==> config.mk <==
export PLATFORM = sky130hd
export DESIGN_NAME = mem_port_arbiter
export DESIGN_NICKNAME = d
export VERILOG_FILES = /design/src/rtl/mem_port_arbiter.sv
export SDC_FILE = /design/constraint.sdc
export NUM_CORES = 1
export LEC_CHECK = 0
export CELL_PAD_IN_SITES_DETAIL_PLACEMENT = 0
export CELL_PAD_IN_SITES_GLOBAL_PLACEMENT = 1
export CORE_AREA = 2 2 207 209
export DETAILED_ROUTE_END_ITERATION = 12
export DIE_AREA = 0 0 209 211
export PLACE_DENSITY_LB_ADDON = 0.1
export SETUP_SLACK_MARGIN = 0.2
export SLEW_MARGIN = 20
export SYNTH_ARGS = -nofsm -noshare
export SYNTH_HDL_FRONTEND = slang
export SYNTH_SLANG_ARGS = --single-unit
==> constraint.sdc <==
create_clock -name clk -period 2.6 [get_ports clk]
set_clock_uncertainty 0.05 [all_clocks]
set_input_delay 0.52 -clock clk [delete_from_list [all_inputs] [get_ports clk]]
set_output_delay 0.52 -clock clk [all_outputs]
set_load 0.03 [all_outputs]
==> src/rtl/mem_port_arbiter.sv <==
`timescale 1ns/1ps
// mem_port_arbiter: shares one burst memory port between icache refills
// and dcache refill/writeback bursts, one whole BEATS-beat burst per grant.
//
// Ports
//   clk, reset        clock; synchronous active-high reset
//   ic_req/ic_addr    icache burst request; ic_gnt pulses on acceptance
//   ic_rdata/rvalid/rlast  read beats routed to the icache
//   dc_req/dc_addr/dc_we   dcache burst request (we=1 writeback)
//   dc_wdata/dc_wnext      writeback beat and its consume strobe
//   dc_gnt, dc_rdata/rvalid/rlast  dcache grant and read beats
//   mem_req/addr/we/ack    burst request handshake to memory
//   mem_wdata/wready       write beat to memory
//   mem_rdata/rvalid       read beat from memory
//
// Build option: MEM_ARB_DC_PRIORITY_EN makes the dcache win every tie
// (fixed priority); otherwise ties alternate round-robin.

module mem_port_arbiter #(
    parameter int ADDR_W = 64,
    parameter int DATA_W = 64,
    parameter int BEATS  = 8
) (
    input  logic              clk,
    input  logic              reset,

    input  logic              ic_req,
    input  logic [ADDR_W-1:0] ic_addr,
    output logic              ic_gnt,
    output logic [DATA_W-1:0] ic_rdata,
    output logic              ic_rvalid,
    output logic              ic_rlast,

    input  logic              dc_req,
    input  logic [ADDR_W-1:0] dc_addr,
    input  logic              dc_we,
    input  logic [DATA_W-1:0] dc_wdata,
    output logic              dc_wnext,
    output logic              dc_gnt,
    output logic [DATA_W-1:0] dc_rdata,
    output logic              dc_rvalid,
    output logic              dc_rlast,

    output logic              mem_req,
    output logic [ADDR_W-1:0] mem_addr,
    output logic              mem_we,
    input  logic              mem_ack,
    output logic [DATA_W-1:0] mem_wdata,
    input  logic              mem_wready,
    input  logic [DATA_W-1:0] mem_rdata,
    input  logic              mem_rvalid
);

    localparam int CW = (BEATS > 1) ? $clog2(BEATS) : 1;
    localparam logic [CW-1:0] LAST = CW'(BEATS - 1);

    typedef enum logic [1:0] {
        S_IDLE,
        S_ADDR,
        S_DATA
    } state_t;

    state_t            r_state;
    state_t            w_state_nxt;
    // Owner encoding: 0 = icache, 1 = dcache.
    logic              r_owner;
    logic              w_owner_nxt;
    logic [ADDR_W-1:0] r_addr;
    logic [ADDR_W-1:0] w_addr_nxt;
    logic              r_we;
    logic              w_we_nxt;
    logic [CW-1:0]     r_cnt;
    logic [CW-1:0]     w_cnt_nxt;
    logic              w_tie_owner;
    logic              w_pick;
    logic              w_beat;
    logic              w_last_beat;

`ifdef MEM_ARB_DC_PRIORITY_EN
    assign w_tie_owner = 1'b1;
`else
    logic r_last_owner;
    logic w_last_nxt;
    // The side that did not own the previous burst wins a tie.
    assign w_tie_owner = ~r_last_owner;
`endif

    assign w_pick      = (ic_req && dc_req) ? w_tie_owner : dc_req;
    assign w_last_beat = (r_cnt == LAST);

    always_ff @(posedge clk) begin
        if (reset) begin
            r_state <= S_IDLE;
            r_owner <= 1'b0;
            r_addr  <= '0;
            r_we    <= 1'b0;
            r_cnt   <= '0;
`ifndef MEM_ARB_DC_PRIORITY_EN
            r_last_owner <= 1'b1;
`endif
        end else begin
            r_state <= w_state_nxt;
            r_owner <= w_owner_nxt;
            r_addr  <= w_addr_nxt;
            r_we    <= w_we_nxt;
            r_cnt   <= w_cnt_nxt;
`ifndef MEM_ARB_DC_PRIORITY_EN
            r_last_owner <= w_last_nxt;
`endif
        end
    end

    always_comb begin
        w_state_nxt = r_state;
        w_owner_nxt = r_owner;
        w_addr_nxt  = r_addr;
        w_we_nxt    = r_we;
        w_cnt_nxt   = r_cnt;
`ifndef MEM_ARB_DC_PRIORITY_EN
        w_last_nxt  = r_last_owner;
`endif
        w_beat      = 1'b0;
        ic_gnt      = 1'b0;
        ic_rdata    = '0;
        ic_rvalid   = 1'b0;
        ic_rlast    = 1'b0;
        dc_gnt      = 1'b0;
        dc_rdata    = '0;
        dc_rvalid   = 1'b0;
        dc_rlast    = 1'b0;
        dc_wnext    = 1'b0;
        mem_req     = 1'b0;
        mem_addr    = '0;
        mem_we      = 1'b0;
        mem_wdata   = '0;

        unique case (r_state)
            S_IDLE: begin
                if (ic_req || dc_req) begin
                    w_owner_nxt = w_pick;
                    w_addr_nxt  = w_pick ? dc_addr : ic_addr;
                    w_we_nxt    = w_pick & dc_we;
                    w_state_nxt = S_ADDR;
                end
            end
            S_ADDR: begin
                mem_req  = 1'b1;
                mem_addr = r_addr;
                mem_we   = r_we;
                if (mem_ack) begin
                    ic_gnt      = ~r_owner;
                    dc_gnt      = r_owner;
                    w_cnt_nxt   = '0;
                    w_state_nxt = S_DATA;
                end
            end
            S_DATA: begin
                mem_we = r_we;
                if (r_we) begin
                    // Writebacks always belong to the dcache.
                    mem_wdata = dc_wdata;
                    dc_wnext  = mem_wready;
                    w_beat    = mem_wready;
                    dc_rlast  = mem_wready & w_last_beat;
                end else begin
                    w_beat    = mem_rvalid;
                    ic_rvalid = mem_rvalid & ~r_owner;
                    dc_rvalid = mem_rvalid & r_owner;
                    ic_rlast  = ic_rvalid & w_last_beat;
                    dc_rlast  = dc_rvalid & w_last_beat;
                    ic_rdata  = r_owner ? '0 : mem_rdata;
                    dc_rdata  = r_owner ? mem_rdata : '0;
                end
                if (w_beat) begin
                    w_cnt_nxt = r_cnt + CW'(1);
                    if (w_last_beat) begin
                        w_state_nxt = S_IDLE;
`ifndef MEM_ARB_DC_PRIORITY_EN
                        w_last_nxt  = r_owner;
`endif
                    end
                end
            end
            default: begin
                w_state_nxt = S_IDLE;
            end
        endcase
    end

endmodule

==> impl_metrics.toml <==
[status]
status = "finished, final reports clean"

[logic_synthesis]
ys_ff_latch = 72
yosysWarnings = 0
seq_area_frac_synth_pct = 27.85
syn_area_um2 = 5176
syn_inst = 717
avgSynthCellArea_um2 = 7.219
syn_nets = 986
synth_cell_type_count = 33

[worst_setup_path]
crit_family = "buffers and inverters"
r2r_cells = 8
critPathKind = "reg -> out"
cp_cell_sequence = "inv_2, ha_4, buf_12, buf_12, nand2_1, buf_4, nor2_1, buf_4"
cp_num_cells = 8
arrival_ns = 1.76
cp_data_required_time_ns = 2.03
worstPathMaxFanout = 27
cp-end-kind = "output pin"
start_kind = "flop"
critPathSlowestCell = "dfxtp_2"
slowest_delay_ns = 0.34
path_buf_inv = 5

[cells_and_area]
seq_area_um2 = 1445
syn_to_final_growth_pct = 125.4
layout.nets = 1493
drive_gt1_share_pct = 28.40
fillers = 4582
multi_input_area_um2 = 3425

[run]
cap_violations = 0

[global_route]
grt_overflow = 0
grt_usage_pct = 13.88
antenna_found_initial = 4
grt_max_degree = 72
grt_pass1_wl_mm = 45.48
first_global_vias = 6724

[floorplan]
rows = 75
pin_count = 529
die_width_um = 209
core-area_um2 = 41760
die-area_um2 = 44100
chipHeight_um = 211
initial_utilization_pct = 12.40

[cts]
cts_max_path_buffers = 2
clk_latency_ns = 0.35
cts_root_buffer = "clkbuf_16"
cts_tree = "yes"
path_clk_slew_ns = 0.06
cts_sinks = 72
htree_levels = 3
numCtsBuffers = 9

[placed_design]
numPortBuffers = 528
gp_congestion = 0.7696
hpwl_mm = 25.07

[drt]
ant_nets = 0
vias = 6753
drtIter0Drc = 177
dr.pass1.iters = 4
via_per_inst = 3.815
wl_per_cell_um = 18.18
drc = 0
routed_wl_mm = 32.18

[timing]
max_freq_ghz = 0.4300
worst_hold_slack_ns = 0.4426
grt_setup_unrepaired = "yes"
max-slew-margin-rel_pct = 67.66
period_minus_slack_ns = 2.326
hold_viol = 0
finalCritPeriodShare_pct = 89.44
fin_tns_setup_ns = 0
setup_viol = 0
worst_pin_slew_ns = 0.4841
drv_slew = 0

[worst_hold_path]
hold_path_depth = 2
hold_class = "reg -> reg"

[power]
power_density_nw_per_um2 = 599.7
leakage_nw = 4.954
ir_worst_vdd_v = 0.0003050
synthesized netlist by cell type (all sizes together):
library cell	count	area (um2)
nor2b	2	12.51
dfxtp	72	1441
nor4b	1	8.760
nand4b	1	8.760
or2	1	6.260
nor2	202	758.2
and2	67	419.2
nand2	68	255.2
a32oi	1	8.760
a22oi	1	7.510
o21a	1	7.510
mux2i	69	690.7
a21oi	4	20.02
nand3b	3	22.52
nand2b	5	31.28
buf	32	195.2
a21boi	1	11.26
a211oi	64	580.6
nor3	2	10.01
a221o	1	10.01
a311oi	1	8.760
clkbuf	41	153.9
ha	5	62.56
o21ai	1	5.000
and3	66	412.9
nand3	1	5.000
mux2	1	11.26
inv	3	11.26
per-layer routing:
metal  up-vias  share of wire (%)  global-route usage (%)
met5         -              0.087                       0
met4         4                1.5                   3.793
met3        24                9.4                   5.531
met2       277                 50                   24.87
met1      3031                 39                   15.15
li1       3417                  -                       -
per-stage QoR:
step                util, %  instances  setup slack, ns  total power, W  area [um2]
global placement      27.57       1742          0.06157        0.005808       11510
finish                27.94       1770           0.2744        0.006996       11670
global route          27.94       1770           0.1528        0.007540       11670
CTS                   28.86       1765          0.09325        0.007115       12050
detailed placement    27.57       1742          0.06390        0.005806       11510
floorplan                 -        717           0.2673        0.003847        5176
registers in the layout, indices dropped and copies added, names as in the netlist:
name,cells
r_addr,64
r_cnt,3
r_state,2
r_owner,1
r_last_owner,1
r_we,1
power by group:
| group | switching [W] | internal [W] | leakage, nW |
|---|---|---|---|
| clock network | 0.000517 | 0.000645 | 0.126 |
| logic | 0.00240 | 0.00183 | 4.23 |
| registers | 0.000156 | 0.00144 | 0.599 |
| total | 0.00308 | 0.00392 | 4.95 |
cells by family after synthesis:
kind of cell / share of synthesized area, %
AOI/OAI and AO/OA: 12.74
adders and majority gates: 1.209
buffers and inverters: 6.962
DFF: 27.85
muxes: 13.56
and+or+nand+nor: 37.68
final timing paths:
kind	startpoint	to	slack (ns)
max	r_state[0]	dc_rdata[9]	0.27
min	r_addr[43]	r_addr[43]	0.44
max reg2reg	r_state[1]	r_state[1]	0.64
min reg2reg	r_addr[43]	r_addr[43]	0.44
layout make-up:
class / count / share of cell area, %
clock buffers: 11 / 1.995
inverters: 3 / 0.09653
repair buffers: 569 / 50.05
flip-flops and latches: 72 / 12.39
multi-input cells: 569 / 29.35
well taps: 539 / 5.781
clock inverters: 5 / 0.2896
diodes: 2 / 0.04290
worst reg2reg max path, delay by kind of cell, from the launching register on:
family	cells	cell delay [ns]
flops	1	0.37
mux	1	0.22
fa+ha+maj	1	0.21
buf+inv	3	0.38
compound gates	2	0.51
simple gates	1	0.15
placed cells by master (no fill, tap or decap), drive strengths merged, types with 6 or more instances in the layout:
cell type and n:
nor2 202, clkdlybuf4s50 262, mux2i 69, buf 178
clkdlybuf4s15 103, and3 66, dfxtp 72, clkbuf 27
and2 67, a211oi 64, dlygate4sd2 6, nand2 68
what timing repair did:
item                                    4_1_cts  5_1_grt
hold buffers                                  0        0
hold endpoints to repair                      0        0
setup buffers                                 5        1
resized for setup                           595      164
endpoints found under the setup margin      220      157
gates cloned                                  2        2
pin swaps                                     0        1
(Power assumes the default switching activity.)
